### src/rtl/stage_sequencer.sv
// rtl/stage_sequencer.sv - pipeline-stage enable sequencer with stall, flush and in-flight count
// One token per accepted operation walks valid_q; stage k is enabled while its token is present and the pipe advances.
module stage_sequencer #(
   parameter  int NUM_STAGES = 4,
   localparam int CNT_W      = $clog2(NUM_STAGES + 1)
) (
   input  logic                  CLK,
   input  logic                  rst_n,
   input  logic                  start,
   input  logic                  mode,
   input  logic                  stall,
   input  logic                  flush,
   output logic                  start_ready,
   output logic [NUM_STAGES-1:0] stage_en,
   output logic                  done,
   output logic                  busy,
   output logic [CNT_W-1:0]      inflight
);

   localparam logic [1:0] ST_IDLE  = 2'd0;
   localparam logic [1:0] ST_RUN   = 2'd1;
   localparam logic [1:0] ST_FLUSH = 2'd2;

   logic [1:0]            state_q, state_d;
   logic [NUM_STAGES-1:0] valid_q, valid_d;
   logic [CNT_W-1:0]      inflight_q, inflight_d;
   logic                  advance;
   logic                  accept;

   assign advance     = ~stall & ~flush;
   // Single-shot mode only admits a new op once the pipe has fully drained.
   assign start_ready = advance & (state_q != ST_FLUSH) & (mode | (valid_q == '0));
   assign accept      = start & start_ready;
   assign stage_en    = valid_q & {NUM_STAGES{advance}};
   assign done        = stage_en[NUM_STAGES-1];
   assign busy        = (state_q != ST_IDLE);
   assign inflight    = inflight_q;

   always_comb begin
      valid_d    = valid_q;
      inflight_d = inflight_q;
      if (flush) begin
         valid_d    = '0;
         inflight_d = '0;
      end else if (!stall) begin
         valid_d    = {valid_q[NUM_STAGES-2:0], accept};
         inflight_d = inflight_q + {{(CNT_W-1){1'b0}}, accept} - {{(CNT_W-1){1'b0}}, done};
      end
   end

   always_comb begin
      state_d = state_q;
      if (flush) begin
         state_d = ST_FLUSH;
      end else begin
         case (state_q)
            ST_IDLE:  if (accept) state_d = ST_RUN;
            ST_RUN:   if (valid_d == '0) state_d = ST_IDLE;
            ST_FLUSH: state_d = ST_IDLE;
            default:  state_d = ST_IDLE;
         endcase
      end
   end

   always_ff @(posedge CLK or negedge rst_n) begin
      if (!rst_n) begin
         state_q    <= ST_IDLE;
         valid_q    <= '0;
         inflight_q <= '0;
      end else begin
         state_q    <= state_d;
         valid_q    <= valid_d;
         inflight_q <= inflight_d;
      end
   end

endmodule

### config.mk
export PLATFORM = sky130hd
export DESIGN_NAME = stage_sequencer
export DESIGN_NICKNAME = d
export VERILOG_FILES = /design/src/rtl/stage_sequencer.sv
export SDC_FILE = /design/constraint.sdc
export NUM_CORES = 1
export LEC_CHECK = 0
export BUFFER_PORTS_ARGS = -buffer_cell sky130_fd_sc_hd__clkbuf_2
export CAP_MARGIN = 20
export CORE_AREA = 2 2 39 41
export DETAILED_ROUTE_END_ITERATION = 7
export DIE_AREA = 0 0 41 43
export GPL_TIMING_DRIVEN = 0
export PLACE_DENSITY_LB_ADDON = 0.25
export SLEW_MARGIN = 20
export SYNTH_ARGS = -nofsm -noshare
export SYNTH_HDL_FRONTEND = slang
export SYNTH_SLANG_ARGS = --single-unit
### constraint.sdc
create_clock -name CLK -period 3.68 [get_ports CLK]
set_clock_uncertainty 0.1 [all_clocks]
set_input_delay 0.368 -clock CLK [delete_from_list [all_inputs] [get_ports CLK]]
set_output_delay 0.368 -clock CLK [all_outputs]
set_load 0.02 [all_outputs]
==> results of run 1 <==
-- worst max-delay path, delay by kind of cell (launching register included) --
| kind | cells | cell delay, ns |
|---|---|---|
| AOI/OAI and AO/OA | 2 | 0.57 |
| xor gates and xnor gates | 1 | 0.15 |
| adders and majority gates | 3 | 0.77 |
| and+or+nand+nor | 3 | 0.62 |
| DFF | 1 | 0.42 |
| buffers and inverters | 2 | 0.10 |
-- metrics by stage --
step / cells / hold slack [ns] / power (mW) / cell area [um2]
3_3_place_gp: 80 / 0.137 / 0.129 / 607
4_1_cts: 85 / 0.300 / 0.209 / 643
5_1_grt: 85 / 0.321 / 0.215 / 643
6_report: 85 / 0.303 / 0.207 / 643
3_5_place_dp: 80 / 0.137 / 0.129 / 607
2_1_floorplan: 50 / -0.0276 / 0.120 / 517
-- cells by family after synthesis --
logic type	Yosys count	synth area share, %
adder cells (fa/ha/maj)	3	8.72
multiplexers	4	7.75
XOR/XNOR	1	1.70
flip-flops	9	43.6
AND/OR/NAND/NOR	19	19.1
buffers and inverters	7	7.50
AO/OA/AOI/OAI	7	11.6
-- cells in the final DEF, fill, tap and decap left out --
cell type,synthesis,final
o21ai_0,1,1
nor2_1,8,8
buf_6,1,1
clkbuf_1,1,2
clkbuf_4,0,3
or2_2,1,1
buf_4,1,1
fa_1,1,1
o41ai_2,1,1
a32oi_1,1,1
nand2_1,1,1
nand2b_1,1,1
and2_1,4,4
mux2i_1,4,4
a21oi_1,3,3
and3_1,1,1
ha_1,2,2
clkbuf_2,0,14
buf_2,1,1
nor2b_1,1,1
a2111oi_2,1,1
xnor2_1,1,1
nor4b_1,1,1
or3_1,1,1
inv_1,3,3
dfrtp_1,9,9
dlygate4sd3_1,0,1
-- cell type report --
cell class                 count  area (um2)
fill                         136         741
multi-input combinational     34         253
sequential                     9         225
timing repair buffer          15        80.1
buffer                         4        27.5
clock buffer                   4        26.3
tap                           16        20.0
inverter                       3        11.3
-- layer usage --
| metal | vias up | track usage [%] | wire, um |
|---|---|---|---|
| met5 | - | 0 | 0 |
| met4 | 0 | 12.0 | 23 |
| met3 | 4 | 3.14 | 41 |
| met2 | 13 | 20.0 | 438 |
| met1 | 189 | 20.3 | 476 |
| li1 | 208 | - | - |
-- sequential cells by signal, indices dropped and copies added, names as in the netlist --
| signal | flops |
|---|---|
| valid_q | 4 |
| state_q | 2 |
| inflight | 3 |
-- worst paths after layout --
check                                          endpoint  slack (ns)  depth (start not counted)
worst max-delay path            inflight[2]$_DFFE_PN0P_        0.87                         11
worst min-delay path            inflight[2]$_DFFE_PN0P_        0.30                          2
worst max register to register  inflight[2]$_DFFE_PN0P_        0.87                         11
worst min register to register   state_q[0]$_DFFE_PN0P_        0.36                          1
max in group asynchronous       inflight[1]$_DFFE_PN0P_        2.90                          2
min in group asynchronous          valid_q[1]$_DFF_PN0_        0.39                          2
-- power by group through the flow --
| stage | clock network (mW) | registers [mW] | logic [mW] |
|---|---|---|---|
| CTS | 0.0808 | 0.103 | 0.0252 |
| floorplan | 0 | 0.105 | 0.0153 |
| global placement | 0 | 0.105 | 0.0241 |
| finish | 0.0789 | 0.103 | 0.0247 |
| detailed placement | 0 | 0.105 | 0.0242 |
| global route | 0.0835 | 0.103 | 0.0279 |
==> results.json, run 1 <==
{
  "yosys_most_used_dff": "dfrtp_1",
  "vias_per_cell": 4.87,
  "post_cts_resized": 0,
  "path_cells": "o41ai_2, and3_1, nand2_1, ha_1, inv_1, ha_1, inv_1, fa_1, xnor2_1, or3_1, a21oi_1",
  "cp-end-kind": "flop",
  "crit_type": "flop to flop",
  "cts_tree": "built",
  "overflow": 0,
  "async_flop_share_pct": 100,
  "drv_slew": 0,
  "ys_ff_latch": 9,
  "p_per_area_nw_per_um2": 321,
  "area_growth_syn_to_layout_pct": 24.5,
  "post-dp-hpwl_um": 728,
  "path_clk_slew_ns": 0.07,
  "drive_gt1_share_pct": 33.3,
  "setup_viol": 0,
  "critPathMaxStageDelay_ns": 0.43,
  "yosys-top-cells-count": "9 x dfrtp_1, 8 x nor2_1, 4 x and2_1, 4 x mux2i_1",
  "die_w_um": 41,
  "r2r_start": "valid_q[0]$_DFF_PN0_",
  "core_um2": 1380,
  "comb_power_share_pct": 12.0,
  "grt_max_degree": 11,
  "cts.sinks": 9,
  "worstSetupStartpointType": "flop",
  "slew_headroom_pct": 77.0,
  "die-area_um2": 1760,
  "final_util_pct": 46.5,
  "row_count": 14,
  "synth_edf_count": 0,
  "synth_area_um2": 517,
  "vdd_drop_max_v": 0.000192,
  "synth_fp_nets": 59,
  "cts_buffer_depth": 2,
  "setup_tns_ns": 0,
  "dr.first_iter.drc_count": 1,
  "yosysMostFrequentCell": "dfrtp_1",
  "cts_buffers": 3,
  "synth_area_leaders": "dfrtp_1 44%, mux2i_1 7.7%, nor2_1 5.8%",
  "nNetsFinal": 79,
  "syn_inst": 50,
  "gp_congestion": 0.766,
  "yosys_warnings": 0,
  "rsz0062_at_grt": "no",
  "antenna_found_initial": 0,
  "num_antenna_cells": 0,
  "drc": 0,
  "p_int_mw": 0.153,
  "synth.avg_cell_area_um2": 10.3,
  "firstDrtPassIters": 2,
  "timing.max_cap.violations": 0,
  "cts_hold_buf": 1,
  "finalHoldViolCount": 0,
  "dr_total_vias": 414,
  "wl_um": 979,
  "die_y_um": 43,
  "status": "complete, no violations",
  "period_needed_ns": 2.81,
  "cts_htree_levels": 1,
  "p_sw_share_pct": 25.8,
  "grt_pass1_vias": 413,
  "crit_fanout": 4,
  "startpoint": "valid_q[0]$_DFF_PN0_",
  "min_period_over_period_pct": 76.3,
  "synth_area_leader_cell": "dfrtp_1",
  "worst_slack_ns": 0.872,
  "grt_pass1_wl_mm": 1.71,
  "yosys.area.top_type_share_pct": 43.6,
  "io_buffers": 14,
  "ant_nets": 0,
  "ys_seq_area_share_pct": 43.6,
  "tightestPinTransition_ns": 0.340,
  "grtUsageTotal_pct": 15.1,
  "p_leak_nw": 0.340,
  "synth_cell_type_count": 24,
  "io_pins": 16,
  "pwr-share-clk_pct": 38.2,
  "start_util_pct": 37.3,
  "insertion_delay_ns": 0.26,
  "postCtsSetupRepairBufs": 0,
  "crit_slowest_cell": "o41ai_2",
  "pre_cts_ws_ns": 0.870,
  "worstPathRequired_ns": 3.77,
  "max_freq_mhz": 356,
  "worstHoldStart": "flush",
  "hold_class": "primary input to flop",
  "wl_per_cell_um": 11.5,
  "cts_root_buffer": "clkbuf_4",
  "p_seq_share_pct": 49.9,
  "arrival_ns": 2.90,
  "p_sw_mw": 0.0532
}
(Power assumes the default switching activity.)
==> inputs of run 2 (changes only) <==
==> constraint.sdc (replaced) <==
create_clock -name CLK -period 2.7 [get_ports CLK]
set_clock_uncertainty 0.1 [all_clocks]
set_input_delay 0.27 -clock CLK [delete_from_list [all_inputs] [get_ports CLK]]
set_output_delay 0.27 -clock CLK [all_outputs]
set_load 0.02 [all_outputs]
==> results.json, run 2 (same netlist as run 1, synthesis figures left out) <==
{
  "status": "complete, no violations",
  "die_y_um": 43,
  "cts.sinks": 9,
  "crit_type": "flop to flop",
  "cts_root_buffer": "clkbuf_4",
  "firstDrtPassIters": 2,
  "io_pins": 16,
  "cts_buffers": 3,
  "regArea_um2": 226,
  "max_freq_mhz": 372,
  "cts_tree": "built",
  "finish.instance_area_um2": 697,
  "p_per_area_nw_per_um2": 402,
  "placed_cell_area_um2": 612,
  "die_w_um": 41,
  "arrival_ns": 2.77,
  "setup_viol": 0,
  "grtUsageTotal_pct": 13.3,
  "drive_gt1_share_pct": 42.5,
  "overflow": 0,
  "row_count": 14,
  "layout_common_cells": "14 x clkbuf_2, 8 x nor2_1, 8 x dfrtp_1",
  "critical_path_buf_inv_count": 2,
  "vdd_drop_max_v": 0.000326,
  "crit_slowest_cell": "dfrtp_2",
  "rsz0062_at_grt": "yes",
  "nNetsFinal": 83,
  "hold_class": "primary input to flop",
  "wl_per_cell_um": 10.7,
  "post-dp-hpwl_um": 716,
  "n_fill_cell": 128,
  "antenna_found_initial": 0,
  "largest_reg_flops": 4,
  "finalHoldViolCount": 0,
  "regMostFlops": "valid_q",
  "dr_total_vias": 421,
  "wl_um": 956,
  "crit_fanout": 2,
  "drc": 0,
  "drv_slew": 0,
  "path_cells": "o41ai_4, and3_4, nand2_1, ha_1, inv_1, ha_1, inv_1, fa_2, xnor2_1, or3_1, a21oi_2",
  "start_util_pct": 37.3,
  "gp_congestion": 0.715,
  "worstHoldStart": "flush",
  "startpoint": "valid_q[0]$_DFF_PN0_",
  "tightestPinTransition_ns": 0.382,
  "period_needed_ns": 2.69,
  "core_um2": 1380,
  "grt_pass1_wl_mm": 1.51,
  "grt_max_degree": 11,
  "io_buffers": 14,
  "p_leak_nw": 0.361,
  "critPathMaxStageDelay_ns": 0.42,
  "insertion_delay_ns": 0.26,
  "crit_family": "adder cells",
  "num_antenna_cells": 0,
  "final_common_cell": "clkbuf_2",
  "path_clk_slew_ns": 0.06,
  "vias_per_cell": 4.73,
  "setup_tns_ns": 0,
  "area_growth_syn_to_layout_pct": 34.9,
  "grt_pass1_vias": 389,
  "min_period_over_period_pct": 99.5,
  "multiInputGateArea_um2": 275,
  "worstPathRequired_ns": 2.79,
  "cts_htree_levels": 1,
  "worstSetupStartpointType": "flop",
  "timing.max_cap.violations": 0,
  "die-area_um2": 1760,
  "cp-end-kind": "flop",
  "dr.first_iter.drc_count": 1,
  "slew_headroom_pct": 74.1,
  "ant_nets": 0,
  "cts_buffer_depth": 2,
  "r2r_start": "valid_q[0]$_DFF_PN0_"
}
## run 2: worst register-to-register path, delay by kind of cell, from the launching register on
family	cells	cell delay (ns)
compound gates	2	0.50
xor+xnor	1	0.13
fa+ha+maj	3	0.74
buf+inv	2	0.11
flops	1	0.42
simple gates	3	0.61
## run 2: per-layer routing
| layer | share of wire [%] | track usage (%) |
|---|---|---|
| met1 | 46 | 15.0 |
| met2 | 45 | 19.4 |
| met3 | 5.9 | 4.71 |
| met4 | 3.6 | 10.0 |
| met5 | 0 | 0 |
## run 2: area by class of cell
| class | count | share of cell area (%) |
|---|---|---|
| flip-flops and latches | 9 | 32.5 |
| plain buffers | 4 | 3.95 |
| inverters | 3 | 1.62 |
| multi-input cells | 34 | 39.5 |
| repair buffers | 19 | 15.8 |
| clock buffers | 4 | 3.77 |
| well taps | 16 | 2.87 |
## run 2: through the flow
stage | total power, mW | hold slack [ns] | utilization (%) | setup slack (ns) | std cells
floorplan | 0.165 | -0.126 | - | 0.000619 | 50
global placement | 0.177 | 0.0382 | 44.2 | -0.105 | 80
detailed placement | 0.177 | 0.0361 | 44.2 | -0.115 | 80
CTS | 0.280 | 0.218 | 48.9 | -0.00876 | 87
global route | 0.291 | 0.225 | 50.4 | -0.121 | 89
finish | 0.280 | 0.209 | 50.4 | 0.0132 | 89
## run 2: power by group
| group | total (mW) | internal, mW | switching [mW] |
|---|---|---|---|
| Clock | 0.0994 | 0.0567 | 0.0427 |
| Sequential | 0.141 | 0.138 | 0.00292 |
| Combinational | 0.0396 | 0.0187 | 0.0209 |
## run 2: final timing paths
path	endpoint	cells past startpoint	slack (ns)
worst max-delay path	inflight[2]$_DFFE_PN0P_	11	0.01
worst min-delay path	inflight[2]$_DFFE_PN0P_	2	0.21
worst max register to register	inflight[2]$_DFFE_PN0P_	11	0.01
worst min register to register	state_q[0]$_DFFE_PN0P_	1	0.36
max in group asynchronous	valid_q[0]$_DFF_PN0_	2	1.98
min in group asynchronous	inflight[2]$_DFFE_PN0P_	2	0.32
## run 2: what timing repair did
item                       in CTS  in global routing
hold endpoints to repair        9                  0
pin swaps                       3                  2
gates cloned                    0                  0
setup endpoints to repair       1                  1
resized for setup               2                  2
buffers inserted                2                  2
hold buffers                    1                  0
